$ cat config.mk
export PLATFORM = sky130hd
export DESIGN_NAME = regfile_write_arbiter
export DESIGN_NICKNAME = d
export VERILOG_FILES = /design/src/rtl/regfile_write_arbiter_pkg.sv /design/src/rtl/regfile_write_arbiter_rr_arbiter2.sv /design/src/rtl/regfile_write_arbiter.sv
export SDC_FILE = /design/constraint.sdc
export NUM_CORES = 1
export LEC_CHECK = 0
export CAP_MARGIN = 0
export CORE_ASPECT_RATIO = 0.8
export CORE_MARGIN = 4
export CORE_UTILIZATION = 43
export DETAILED_ROUTE_END_ITERATION = 10
export PLACE_DENSITY = 0.84
export SETUP_SLACK_MARGIN = 0.4
export SYNTH_ARGS = -nofsm -noshare
export SYNTH_HDL_FRONTEND = slang
export SYNTH_SLANG_ARGS = --single-unit
$ cat constraint.sdc
create_clock -name clk -period 4.89 [get_ports clk]
set_input_delay 0.489 -clock clk [delete_from_list [all_inputs] [get_ports clk]]
set_output_delay 0.489 -clock clk [all_outputs]
set_load 0.05 [all_outputs]
$ cat src/rtl/regfile_write_arbiter_pkg.sv
// Shared constants and types for the register-file write arbiter.
// Holds width defaults, FSM encoding and requester indices.
package regfile_write_arbiter_pkg;

    localparam int RF_DATA_W = 16;
    localparam int RF_ADDR_W = 3;

    // Requester indices into the internal ack vector
    localparam int REQ_WB  = 0;
    localparam int REQ_DBG = 1;
    localparam int REQ_LDR = 2;

    localparam logic [2:0] CLR_LAST = 3'd7;

    typedef enum logic {
        ST_IDLE  = 1'b0,
        ST_CLEAR = 1'b1
    } arb_state_t;

endpackage

$ cat src/rtl/regfile_write_arbiter_rr_arbiter2.sv
// Two-way round-robin grant for the debug host and loader ports.
// Pure combinational; ptr=0 prefers req[0], ptr=1 prefers req[1].
module rr_arbiter2 (
    input  logic [1:0] req,
    input  logic       ptr,
    output logic [1:0] gnt
);

    assign gnt[0] = req[0] & (~ptr | ~req[1]);
    assign gnt[1] = req[1] & ( ptr | ~req[0]);

endmodule

$ cat src/rtl/regfile_write_arbiter.sv
// Arbitrates three register-file writers (fixed-priority writeback, RR debug/loader)
// and runs an 8-cycle zero-fill; writes reach the file one cycle after ack.
module regfile_write_arbiter
    import regfile_write_arbiter_pkg::*;
#(
    parameter int DATA_W     = RF_DATA_W,
    parameter int ADDR_W     = RF_ADDR_W,
    parameter bit PROTECT_R0 = 1'b1
) (
    input  logic              clk,
    input  logic              rst,
    input  logic              req0,
    input  logic              req1,
    input  logic              req2,
    input  logic [ADDR_W-1:0] dest0,
    input  logic [ADDR_W-1:0] dest1,
    input  logic [ADDR_W-1:0] dest2,
    input  logic [DATA_W-1:0] data0,
    input  logic [DATA_W-1:0] data1,
    input  logic [DATA_W-1:0] data2,
    output logic              ack0,
    output logic              ack1,
    output logic              ack2,
    input  logic              clear_start,
    output logic              busy,
    output logic              stall,
    output logic              reg_write,
    output logic [ADDR_W-1:0] write_dest,
    output logic [DATA_W-1:0] write_data
);

    arb_state_t        r_state;
    logic [2:0]        r_clr_cnt;
    logic              r_rr_ptr;
    logic              r_busy;
    logic              r_reg_write;
    logic [ADDR_W-1:0] r_write_dest;
    logic [DATA_W-1:0] r_write_data;

    logic              w_arb_en;
    logic [1:0]        w_rr_gnt;
    logic [2:0]        w_ack;
    logic [ADDR_W-1:0] w_gnt_dest;
    logic [DATA_W-1:0] w_gnt_data;
    logic              w_issue;

    // A clear request steals the cycle from every requester
    assign w_arb_en = (r_state == ST_IDLE) & ~clear_start;

    rr_arbiter2 u_rr (
        .req (({req2, req1})),
        .ptr (r_rr_ptr),
        .gnt (w_rr_gnt)
    );

    assign w_ack[REQ_WB]  = w_arb_en & req0;
    assign w_ack[REQ_DBG] = w_arb_en & ~req0 & w_rr_gnt[0];
    assign w_ack[REQ_LDR] = w_arb_en & ~req0 & w_rr_gnt[1];

    always_comb begin
        w_gnt_dest = dest0;
        w_gnt_data = data0;
        if (w_ack[REQ_DBG]) begin
            w_gnt_dest = dest1;
            w_gnt_data = data1;
        end else if (w_ack[REQ_LDR]) begin
            w_gnt_dest = dest2;
            w_gnt_data = data2;
        end
    end

    // r0 writes are accepted so the requester moves on, but never reach the file
    assign w_issue = (|w_ack) & ~(PROTECT_R0 && (w_gnt_dest == '0));

    always_ff @(posedge clk or posedge rst) begin
        if (rst) begin
            r_state      <= ST_IDLE;
            r_clr_cnt    <= '0;
            r_rr_ptr     <= 1'b0;
            r_busy       <= 1'b0;
            r_reg_write  <= 1'b0;
            r_write_dest <= '0;
            r_write_data <= '0;
        end else begin
            case (r_state)
                ST_IDLE: begin
                    if (clear_start) begin
                        r_state      <= ST_CLEAR;
                        r_clr_cnt    <= '0;
                        r_busy       <= 1'b1;
                        r_reg_write  <= 1'b1;
                        r_write_dest <= '0;
                        r_write_data <= '0;
                    end else begin
                        r_reg_write <= w_issue;
                        if (w_issue) begin
                            r_write_dest <= w_gnt_dest;
                            r_write_data <= w_gnt_data;
                        end
                        if (w_ack[REQ_DBG]) begin
                            r_rr_ptr <= 1'b1;
                        end else if (w_ack[REQ_LDR]) begin
                            r_rr_ptr <= 1'b0;
                        end
                    end
                end
                ST_CLEAR: begin
                    if (r_clr_cnt == CLR_LAST) begin
                        r_state     <= ST_IDLE;
                        r_clr_cnt   <= '0;
                        r_busy      <= 1'b0;
                        r_reg_write <= 1'b0;
                    end else begin
                        r_clr_cnt    <= r_clr_cnt + 3'd1;
                        r_reg_write  <= 1'b1;
                        r_write_dest <= ADDR_W'(r_clr_cnt + 3'd1);
                        r_write_data <= '0;
                    end
                end
                default: begin
                    r_state <= ST_IDLE;
                end
            endcase
        end
    end

    assign ack0       = w_ack[REQ_WB];
    assign ack1       = w_ack[REQ_DBG];
    assign ack2       = w_ack[REQ_LDR];
    assign stall      = req0 & ~w_ack[REQ_WB];
    assign busy       = r_busy;
    assign reg_write  = r_reg_write;
    assign write_dest = r_write_dest;
    assign write_data = r_write_data;

endmodule

==> summary by stage, run 1 <==
Logic synthesis
The async set or reset register ratio after synthesis is 1.000. In this run the cell area of the synthesized design comes to between 0.0015 and 0.002 mm². In this run, synthesis produced a sequential element count of 26. The netlist uses 33 different library cells. Counting instances in the post-synthesis netlist gives the leading cell types as dfrtp_1 (26), a21oi_1 (20), nor2_1 (20). The cell count after synthesis is approximately 180.

During synthesis, Yosys emitted a total of 0 warnings. In the post-synthesis netlist, the biggest area contributors are dfrtp_1 (39%), mux2i_1 (9.6%), o31ai_2 (6.7%), a21oi_1 (6.0%), nand3_1 (5.7%). The mean instance size in the synthesized netlist is slightly above 9 µm². Of all cell types, the one taking the most synthesized area is dfrtp_1. In the post-synthesis netlist, the cell with the most instances is dfrtp_1. Counting every net in the synthesized netlist gives approximately 250.

The share of the Yosys chip area taken by registers is 0.3892. The synthesized design contains 0 enable-type register cells. The main flop type after synthesis is dfrtp_1. The share of synthesized area in the top cell type comes to 0.3892.

Layout
Once layout is complete, the cells apart from fillers number roughly 310. After routing the design area is between 0.002 and 0.003 mm². The net count of the finished layout is 326. The proportion of layout cells with a drive suffix above 1 is 0.09615. The number of diodes is 0. For this run, the share of the core covered by cells in the final layout is 0.7274. Counting the fill cells in the layout gives ~260.

Relative to the synthesized area, the layout overhead comes to 56.21%.

Clocking
TritonCTS built the clock tree. The CTS clock-pin slew for the worst setup and hold paths is 0.09 ns. The count of buffers added by post-CTS timing repair for setup is 0. The CTS root buffer is clkbuf_8. The clock latency reported for the late side of the worst-skew pair is ~0.27 ns. The post-CTS resize count is 0. In this run, post-CTS hold repair placed 0 buffers. The clock net sink count is 26. The number of levels the H-tree was split into is 1. The deepest clock path buffer count is 2. The number of buffers added by the clock tree synthesis step is 3.

Placement
The worst setup slack before clock tree synthesis is approximately 1.3 ns. The final weighted congestion in routability-driven placement is between 0.8 and 0.9. In this run the tool buffered the top-level ports with between 80 and 90 buffer cells. The post-placement cell area is approximately 0.0025 mm². The total half-perimeter wirelength after legalization and detailed placement is 3505 µm.

The post-placement cell count is ~300.

Min path
The worst hold path stage count is 2. The type of the worst min-delay path is flop to flop. The startpoint identified for the worst hold timing path is write_data[0].

The sink of the worst hold path is write_data[0].

Power
The total power is a little over 0.9 mW. The worst voltage drop across the vdd grid is around 220 µV. The leakage power of the design is 1.158 nW. The power per cell area is between 300 and 400 mW/mm².

Detailed routing
After detailed routing, the average wire length per cell comes to 14.51 µm. The final routed DRC violation total is 0. Detailed routing inserted a total of approximately 1600 vias.

The first detailed-routing pass ran for 4 iterations. The aggregate routed wire length is between 4000 and 5000 µm. Dividing the detail-routed via count by the number of cells gives roughly 5.2.

The initial DRC count is 101. The detail route stage leaves a number of antenna-violating nets equal to 0.

Critical path
The cell with the biggest individual delay on the critical path is clkdlybuf4s50_1. The kind of end point of the critical path is a primary output. Among the stages of the critical path, the cell type that occurs most often is clkdlybuf4s50_1. The top fanout value on the critical path is 20. The worst path required time is 4.40 ns.

The launching point of the worst reg2reg path is r_state. The worst reg2reg path depth is 8. Walking the worst path, the cells encountered are clkdlybuf4s50_1, nor3_4, and2_1, buf_4, clkdlybuf4s50_1. The slack of the worst reg-to-reg path is between 1.5 and 2 ns.

The critical path in this run is classified as input port to primary output. The worst register-to-register path ends at write_dest[0]. The delay of the slowest cell on the worst path is approximately 0.83 ns.

The worst endpoint data arrival time is about 3.1 ns. STA classifies the critical path startpoint as an input port.

STA
The maximum clock frequency is 278.8 MHz. The count of final max-slew check failures is 0. Setup total negative slack on the finished layout was measured at 0 ns. The count of final setup violators is 0. For the pin with the worst max-slew slack, the measured transition is about 1 ns. Hold is met by 0.5088 ns. The shortest period the worst path allows is 3.586 ns. The least setup slack across all paths after layout is ~1.3 ns. The relative slew slack is 0.3499.

The number of hold-slack violations in the final timing report is 0. Setup repair after global routing left no endpoint under its margin. The final period utilization is 0.7334. For the final database, setup skew stands at around 0.0037 ns.

Global routing
After global routing the overflow that remains totals 0. The global-route total usage across every layer is 0.1795. The initial antenna violation count came to 0. The via count of the first global-routing pass is roughly 1500. The largest net degree at the start of global routing is 30. The first global-routing pass estimated 7293 µm of wire.

Die
The die is roughly 64 µm tall. The floorplan step defined a die boundary enclosing roughly 0.005 mm². roughly 90 I/O pins were placed. The die width is slightly below 80 µm. The starting density of the core is 0.4657. The floorplan core area is about 0.0036 mm². The row count is 19.

Status
The run finished with clean final reports.

Flow run
The tool flagged a number of max-cap violations equal to 0.
-- area by class of cell --
type	count	area, µm²	area share
repair buffers	91	900.9	0.3450
clock buffers	3	41.29	0.01581
flip-flops and latches	26	650.6	0.2492
clock inverters	1	30.03	0.01150
multi-input cells	131	893.4	0.3421
well taps	52	65.06	0.02492
inverters	8	30.03	0.01150
-- how the worst max path moves through the flow --
stage	startpoint	endpoint	slack [ns]	cells after the start
2_1_floorplan	req2	write_dest[0]	2.64	10
3_3_place_gp	clear_start	ack1	1.37	5
3_5_place_dp	clear_start	ack1	1.30	5
4_1_cts	clear_start	ack1	1.30	5
5_1_grt	clear_start	ack1	1.16	5
6_report	clear_start	ack1	1.30	5
-- state kept, by name, indices dropped and copies added, names as in the netlist --
name	flops
busy	1
r_clr_cnt	3
r_rr_ptr	1
r_state	1
reg_write	1
write_data	16
write_dest	3
-- worst max-delay path: cells and delay by family --
kind | cells | cell delay [ns]
buf+inv | 3 | 1.67
simple gates | 2 | 0.92
-- routing by layer --
| metal | vias up | track usage | share of wire |
|---|---|---|---|
| li1 | 813 | - | - |
| met1 | 744 | 0.2509 | 0.45 |
| met2 | 57 | 0.2885 | 0.48 |
| met3 | 2 | 0.04073 | 0.070 |
| met4 | 0 | 0.03333 | 0.0033 |
| met5 | - | 0 | 0 |
-- power by group --
part	switching [mW]	leakage (nW)	internal [mW]	total, mW
logic	0.253	0.783	0.182	0.434
clock network	0.0681	0.0357	0.110	0.178
registers	0.0378	0.339	0.260	0.297
-- layout by cell type (no fill, tap or decap) --
cell              n
clkdlybuf4s50_1  87
dfrtp_1          26
a21oi_1          20
nor2_1           20
nand3_1          19
mux2i_1          16
o31ai_1          10
o31ai_2           9
inv_1             7
nand2_1           4
o21ai_0           4
buf_4             4
and2_1            3
a31oi_1           3
nor3_1            3
nand3b_1          3
clkbuf_8          3
nor2b_1           2
nand2b_1          2
ha_1              2
nor3_4            1
a21boi_2          1
or3_4             1
nor3_2            1
or2_2             1
a311o_1           1
and2_4            1
inv_2             1
a21o_1            1
a22o_1            1
a32o_1            1
mux2_4            1
bufinv_16         1
-- cells by family (layout without fill, tap and decap cells) --
kind of cell             count (synthesis)  in the layout  synth area share
AND/OR/NAND/NOR                         61             61            0.1909
AO/OA/AOI/OAI                           51             51            0.2238
flip-flops                              26             26            0.3892
buffers and inverters                   24            103           0.07635
multiplexers                            17             17            0.1048
adder cells (fa/ha/maj)                  2              2           0.01497
Note: power is estimated with default switching activity, not from simulation.
==> run 2, diff against run 1 <==
--- a/config.mk
+++ b/config.mk
@@ -8,9 +8,9 @@
 export CAP_MARGIN = 0
 export CORE_ASPECT_RATIO = 0.8
 export CORE_MARGIN = 4
-export CORE_UTILIZATION = 43
+export CORE_UTILIZATION = 40
 export DETAILED_ROUTE_END_ITERATION = 10
-export PLACE_DENSITY = 0.84
+export PLACE_DENSITY = 0.78
 export SETUP_SLACK_MARGIN = 0.4
 export SYNTH_ARGS = -nofsm -noshare
 export SYNTH_HDL_FRONTEND = slang
==> constraint.sdc (replaced) <==
create_clock -name clk -period 3.62 [get_ports clk]
set_input_delay 0.362 -clock clk [delete_from_list [all_inputs] [get_ports clk]]
set_output_delay 0.362 -clock clk [all_outputs]
set_load 0.05 [all_outputs]
==> summary by stage, run 2 (synthesis gave the netlist of run 1 again) <==
Min path
The worst hold path stage count is 2. The sink of the worst hold path is write_data[0]. The worst hold path begins at write_data[0]. The type of the worst min-delay path is flop to flop.

Layout
The final cell count without fillers is 315. The area growth from synthesis to layout is 56.14%. The register with the most flip-flops in the layout has 16 of them. The filler cells instantiated in the layout total about 340. In the layout the commonest cells are clkdlybuf4s50_1 (85), dfrtp_1 (26), a21oi_1 (20), nor2_1 (20), nand3_1 (19). The number of diodes is 0. The number of nets in the layout is ~330. The most common cell after layout, fill and taps aside is clkdlybuf4s50_1. For this run, the share of the core covered by cells in the final layout is 0.6686.

Of the cells placed in the final design, the portion with a size suffix greater than 1 is 0.1038.

Placement
The final weighted congestion in routability-driven placement is just over 0.9. At the placement stage, the worst setup path has a slack of 0.7912 ns. The port buffer count is 87. The HPWL after detailed placement is 3733 µm. The post-placement cell count is a little over 300.

STA
The maximum clock frequency is 362.3 MHz. The number of hold-slack violations in the final timing report was 0. The setup total negative slack is 0 ns. The count of final max-slew check failures came to 0.

After layout, the worst setup slack is approximately 0.86 ns. The relative slew slack is 0.3330. The final period utilization is 0.7626. Subtracting the final worst setup slack from the clock period gives 2.760 ns.

Setup repair after global routing left no endpoint under its margin. The maximum clock skew at final layout is around 0.007 ns. The transition time at the pin with the least slew margin is roughly 1 ns. The count of final setup violators is 0.

Status
The flow ran to the end, and the final reports show no timing, DRC or antenna violations.

Clocking
The CTS root buffer is clkbuf_8. The number of buffers added by the clock tree synthesis step is 3. The clock latency reported for the late side of the worst-skew pair is ~0.28 ns.

Counting along the longest clock path gives a buffer depth of 2. In this run the number of H-tree levels came out at 1. The CTS clock-pin slew for the worst setup and hold paths is 0.10 ns. The count of buffers added by post-CTS timing repair for setup is 0. The clock net sink count is 26. TritonCTS built the clock tree. After clock tree synthesis, the repair step resized 0 gates. Buffers inserted to repair hold after CTS numbered 0.

Die
The die is between 60 and 70 µm tall. For this design the top-level I/O count stands at 88. The starting density of the core is 0.4282. The die width is between 80 and 90 µm. The floorplan core area is just under 0.004 mm². The die covers around 0.0053 mm². In this run the core area contains 20 standard-cell rows.

Power
The worst voltage drop across the vdd grid is between 200 and 300 µV. Total power for the finished layout comes to 1.237 mW. Power spread over the standard cell area amounts to between 400 and 500 mW/mm². The leakage power of the design is ~1.2 nW.

Critical path
Broken down by cell family, the worst path's largest delay share belongs to buffers and inverters. For the worst flop-to-flop path, the logic depth is 7. Walking the worst path, the cells encountered are clkdlybuf4s50_1, or2_2, and2_1, clkdlybuf4s50_1. The cell with the biggest individual delay on the critical path is clkdlybuf4s50_1.

The slack of the worst reg-to-reg path is approximately 1.1 ns. The start-to-end type of the worst setup path is input port to primary output. The worst register-to-register path ends at write_data[8].

The kind of start point of the critical path is an input port. The cell type with the highest occurrence count on the critical path is clkdlybuf4s50_1. Data on the critical path is required at its endpoint by approximately 3.3 ns. On the worst path, the slowest cell contributes a delay of 0.80 ns. Of all nets on the critical path, the largest fanout is 21. The worst endpoint data arrival time is around 2.4 ns. In this run the critical register-to-register path is launched from r_state.

The kind of end point of the critical path is a primary output. The number of buffers and inverters on the critical path is 2.

Detailed routing
The post-detailed-route count of antenna-violating nets is 0. The via total after detailed routing is 1607. Summed over all layers, the routed wires come to roughly 4800 µm.

In this run, the number of DRC markers left after iteration 0 of detailed routing was between 50 and 60. After detailed routing, the number of remaining DRC violations is 0. After detailed routing, the average wire length per cell comes to about 15 µm. The first detailed-routing pass took 4 iterations. The post-detailed-route via-to-cell ratio is roughly 5.1.

Global routing
Entering global routing, the biggest net connects 35 pins. The first global-routing pass estimated 7527 µm of wire. The initial antenna violation count is 0. The global-route total usage across every layer is 0.1836.

The total overflow left after global routing is 0. The via count of the first global-routing pass came to ~1600.

Flow run
The tool flagged a number of max-cap violations equal to 0.
-- run 2: changes by cell type in the layout (fill, tap and decap cells not counted), sizes merged --
cell | previous run | this run
buf | 4 | 6
clkdlybuf4s50 | 87 | 85
-- run 2: metal layers --
metal  GRT usage  wire length (µm)  up-vias
li1            -                 -      808
met1      0.2357              2137      728
met2      0.3058              2260       65
met3     0.04768               333        6
met4     0.05063                80        0
met5           0                 0        -
-- run 2: layout make-up --
| cell class | count | area [µm²] | area share |
|---|---|---|---|
| inverter | 8 | 30.03 | 0.01151 |
| multi-input combinational | 131 | 893.4 | 0.3423 |
| sequential | 26 | 650.6 | 0.2493 |
| timing repair buffer | 91 | 895.9 | 0.3432 |
| clock inverter | 1 | 30.03 | 0.01151 |
| tap | 55 | 68.82 | 0.02637 |
| clock buffer | 3 | 41.29 | 0.01582 |
-- run 2: metrics by stage --
step           area, µm²  hold slack, ns
2_1_floorplan       1672          0.4020
3_3_place_gp        2539          0.4800
3_5_place_dp        2539          0.4880
4_1_cts             2610          0.5098
5_1_grt             2610          0.5332
6_report            2610          0.5048
-- run 2: worst max path at each step --
stage / startpoint / cells past startpoint / endpoint / slack [ns]
after global placement: clear_start / 4 / stall / 0.85
after CTS: clear_start / 4 / stall / 0.84
after global routing: r_state / 3 / stall / 0.73
final: clear_start / 4 / stall / 0.86
after floorplan: r_state / 8 / write_dest[0] / 1.46
after detailed placement: clear_start / 8 / write_data[3] / 0.79
-- run 2: power breakdown --
group	switching, mW	total (mW)	internal, mW
clock network	0.0960	0.244	0.148
logic	0.346	0.591	0.245
registers	0.0510	0.402	0.351
-- run 2: worst register-to-register path: cells and delay by family (launching register included) --
family	cells	cell delay, ns
compound gates	4	1.05
buf+inv	1	0.38
flops	1	0.53
simple gates	2	0.52
==> run 3, diff against run 2 <==
--- a/config.mk
+++ b/config.mk
@@ -8,9 +8,9 @@
 export CAP_MARGIN = 0
 export CORE_ASPECT_RATIO = 0.8
 export CORE_MARGIN = 4
-export CORE_UTILIZATION = 40
+export CORE_UTILIZATION = 36
 export DETAILED_ROUTE_END_ITERATION = 10
-export PLACE_DENSITY = 0.78
+export PLACE_DENSITY = 0.74
 export SETUP_SLACK_MARGIN = 0.4
 export SYNTH_ARGS = -nofsm -noshare
 export SYNTH_HDL_FRONTEND = slang
==> constraint.sdc (replaced) <==
create_clock -name clk -period 2.31 [get_ports clk]
set_input_delay 0.231 -clock clk [delete_from_list [all_inputs] [get_ports clk]]
set_output_delay 0.231 -clock clk [all_outputs]
set_load 0.05 [all_outputs]
==> summary by stage, run 3 (synthesis gave the netlist of run 1 again) <==
Layout
Summing all multi-input logic gate instances after layout gives about 0.0010 mm². In the layout the commonest cells are clkdlybuf4s50_1 (81), dfrtp_1 (26), buf_4 (23). The most common cell after layout, fill and taps aside is clkdlybuf4s50_1. The number of diodes is 0. The finished layout holds 347 standard cells, fillers aside. The register with the most flip-flops in the layout has 16 of them. After filler insertion, the fill cell instance count of the layout stands at 323. At the end of the flow, the number of nets in the layout was 356.

The area growth from synthesis to layout is 85.48%. Across the whole layout, storage elements account for 650.6 µm². The proportion of layout cells with a drive suffix above 1 is 0.2862. Once layout is done, the placed cells without fillers occupy between 0.003 and 0.004 mm².

Critical path
The endpoint identified for the worst register-to-register timing path is write_dest[0]. The worst setup path is launched from a flop. In this run the critical register-to-register path is launched from r_rr_ptr.

Traced cell by cell, the critical path runs through nand2b_2, a31oi_2, o31ai_2, a311o_1, and2_4, inv_2, mux2_4. In this run the worst path has a maximum fanout of 4. The delay of the slowest cell on the worst path is between 0.4 and 0.5 ns. Setup slack on the worst reg-to-reg path comes out at around 0.22 ns. The cell with the biggest individual delay on the critical path is dfrtp_1. The worst reg2reg path depth is 7.

The worst setup path is captured at a flop. Data on the critical path arrives at its endpoint at around 2.3 ns. The start-to-end type of the worst setup path is flop to flop. The worst path required time is between 2 and 2.5 ns.

Flow run
Across the run, the number of max-cap violations was 0.

Min path
The type of the worst min-delay path is input port to async pin.

Clocking
The number of levels the H-tree was split into is 1. The clock net sink count is 26. The number of buffers added by the clock tree synthesis step is 3.

Clock tree synthesis selected as its root buffer the cell clkbuf_8. The CTS clock-pin slew for the worst setup and hold paths is ~0.09 ns. The clock tree from TritonCTS is done. The number of hold buffers added after CTS was 0. At the later pin of the worst-skew pair, clock insertion delay measures between 0.2 and 0.3 ns. No sink is reached through more buffers than the 2 on the longest clock path.

Die
For this configuration, the core starts out at a cell density of 0.3856. The full die area is roughly 0.0058 mm². The I/O pin count is a little under 90.

The die boundary height is slightly below 70 µm. The region available for standard cell placement spans ~0.0043 mm². The row count is 21. From left edge to right edge, the die measures around 84 µm.

STA
The maximum clock skew at final layout is around 0.0058 ns. The count of final setup violators is 0. The shortest period the worst path allows is around 2.1 ns. The number of hold-slack violations in the final timing report was 0. Headroom to the max-slew limit came out at 0.6469. The count of final max-slew check failures came to 0. Of the available clock period, the critical path in the final layout requires 0.9065. The maximum clock frequency is about 480 MHz.

After routing, the total negative slack on setup checks comes to 0 ns. The transition time at the pin with the least slew margin is 0.5281 ns. Setup repair after global routing could not meet its margin everywhere.

Power
The part of the total power dissipated in sequential elements is 0.286. The cell internal power dissipation is around 1.3 mW. The analysis attributes to cell leakage a power of ~1.4 nW.

The share of total power dissipated in combinational logic is 0.576. The power per cell area is around 700 mW/mm². The analysis attributes to net switching a power of 0.8905 mW. The share of total power dissipated in the clock network is 0.138. The worst voltage drop across the vdd grid is around 360 µV. The share of total power consumed by net switching is 0.4103.

Detailed routing
In the final routed layout, each cell accounts on average for roughly 16 µm. The aggregate routed wire length is 5614 µm. The detailed-router iteration count before antenna repair is 4. The via total after detailed routing is 1784. Using the TritonRoute via totals, the vias-per-cell ratio works out to 5.141. The count of nets left with antenna violations once routing finished came out at 0. The initial DRC count is 63. For this run, design rule violations remaining after detail routing come to 0.

Placement
The final weighted congestion in routability-driven placement is 0.8069. Once placement finished, the instance area stood at 0.002680 mm². The post-placement cell count is around 330. The port buffer count is 87. The total half-perimeter wirelength after legalization and detailed placement is roughly 3800 µm.

Global routing
The overflow left after global routing is 0. For this run, the total global-route usage over all layers was measured as 0.1678. The initial antenna violation count is 0. The via count of the first global-routing pass was 1643. The wire length of the first global-routing pass is between 7000 and 8000 µm.

Entering global routing, the biggest net connects 27 pins.

Status
The flow ran to the end, and the final reports show no timing, DRC or antenna violations.
run 3: layer usage:
layer / vias to the layer above / wire length (µm) / global-route usage / share of wire
met3: 5 / 310 / 0.03919 / 0.055
met4: 0 / 22 / 0.03012 / 0.0039
met2: 44 / 2911 / 0.3031 / 0.52
met1: 866 / 2369 / 0.2095 / 0.42
li1: 869 / - / - / -
met5: - / 0 / 0 / 0
run 3: power groups by stage:
stage / registers, mW / clock network (mW) / logic, mW
2_1_floorplan: 0.784 / 0 / 0.471
3_3_place_gp: 0.623 / 0 / 0.991
3_5_place_dp: 0.625 / 0 / 1.02
4_1_cts: 0.613 / 0.301 / 1.13
5_1_grt: 0.627 / 0.326 / 1.33
6_report: 0.621 / 0.300 / 1.25
run 3: area by class of cell:
class	count	area share
Timing Repair Buffer	121	0.4068
Sequential cell	26	0.2098
Clock buffer	4	0.01776
Inverter	8	0.009685
Multi-Input combinational cell	131	0.3329
Tap cell	57	0.02300
run 3: metrics by stage:
stage / setup WS, ns / power (mW) / utilization / hold slack, ns
detailed placement: -0.1776 / 1.641 / 0.6182 / 0.4919
global placement: -0.1237 / 1.614 / 0.6182 / 0.4832
floorplan: 0.2362 / 1.255 / - / 0.2710
global route: 0.1395 / 2.279 / 0.7152 / 0.3513
CTS: 0.2790 / 2.047 / 0.6719 / 0.3216
finish: 0.2161 / 2.171 / 0.7152 / 0.3096
run 3: worst max-delay path, delay by kind of cell (launching register included):
| kind | cells | cell delay, ns |
|---|---|---|
| AO/OA/AOI/OAI | 3 | 0.73 |
| flip-flops | 1 | 0.46 |
| AND/OR/NAND/NOR | 2 | 0.45 |
| multiplexers | 1 | 0.29 |
| buffers and inverters | 1 | 0.05 |
run 3: repair_timing:
| item | 4_1_cts | 5_1_grt |
|---|---|---|
| cloned | 2 | 2 |
| resized for setup | 20 | 25 |
| pin swaps | 12 | 1 |
| buffers inserted | 11 | 2 |
| setup endpoints to repair | 22 | 23 |
run 3: how the worst max path moves through the flow:
stage,startpoint,end,slack (ns),cells after the start
floorplan,r_state,write_dest[0],0.24,9
global placement,req0,write_dest[0],-0.12,8
detailed placement,req0,write_dest[0],-0.18,8
CTS,r_state,write_dest[0],0.28,9
global route,r_state,write_dest[0],0.14,9
finish,r_rr_ptr,write_dest[0],0.22,7
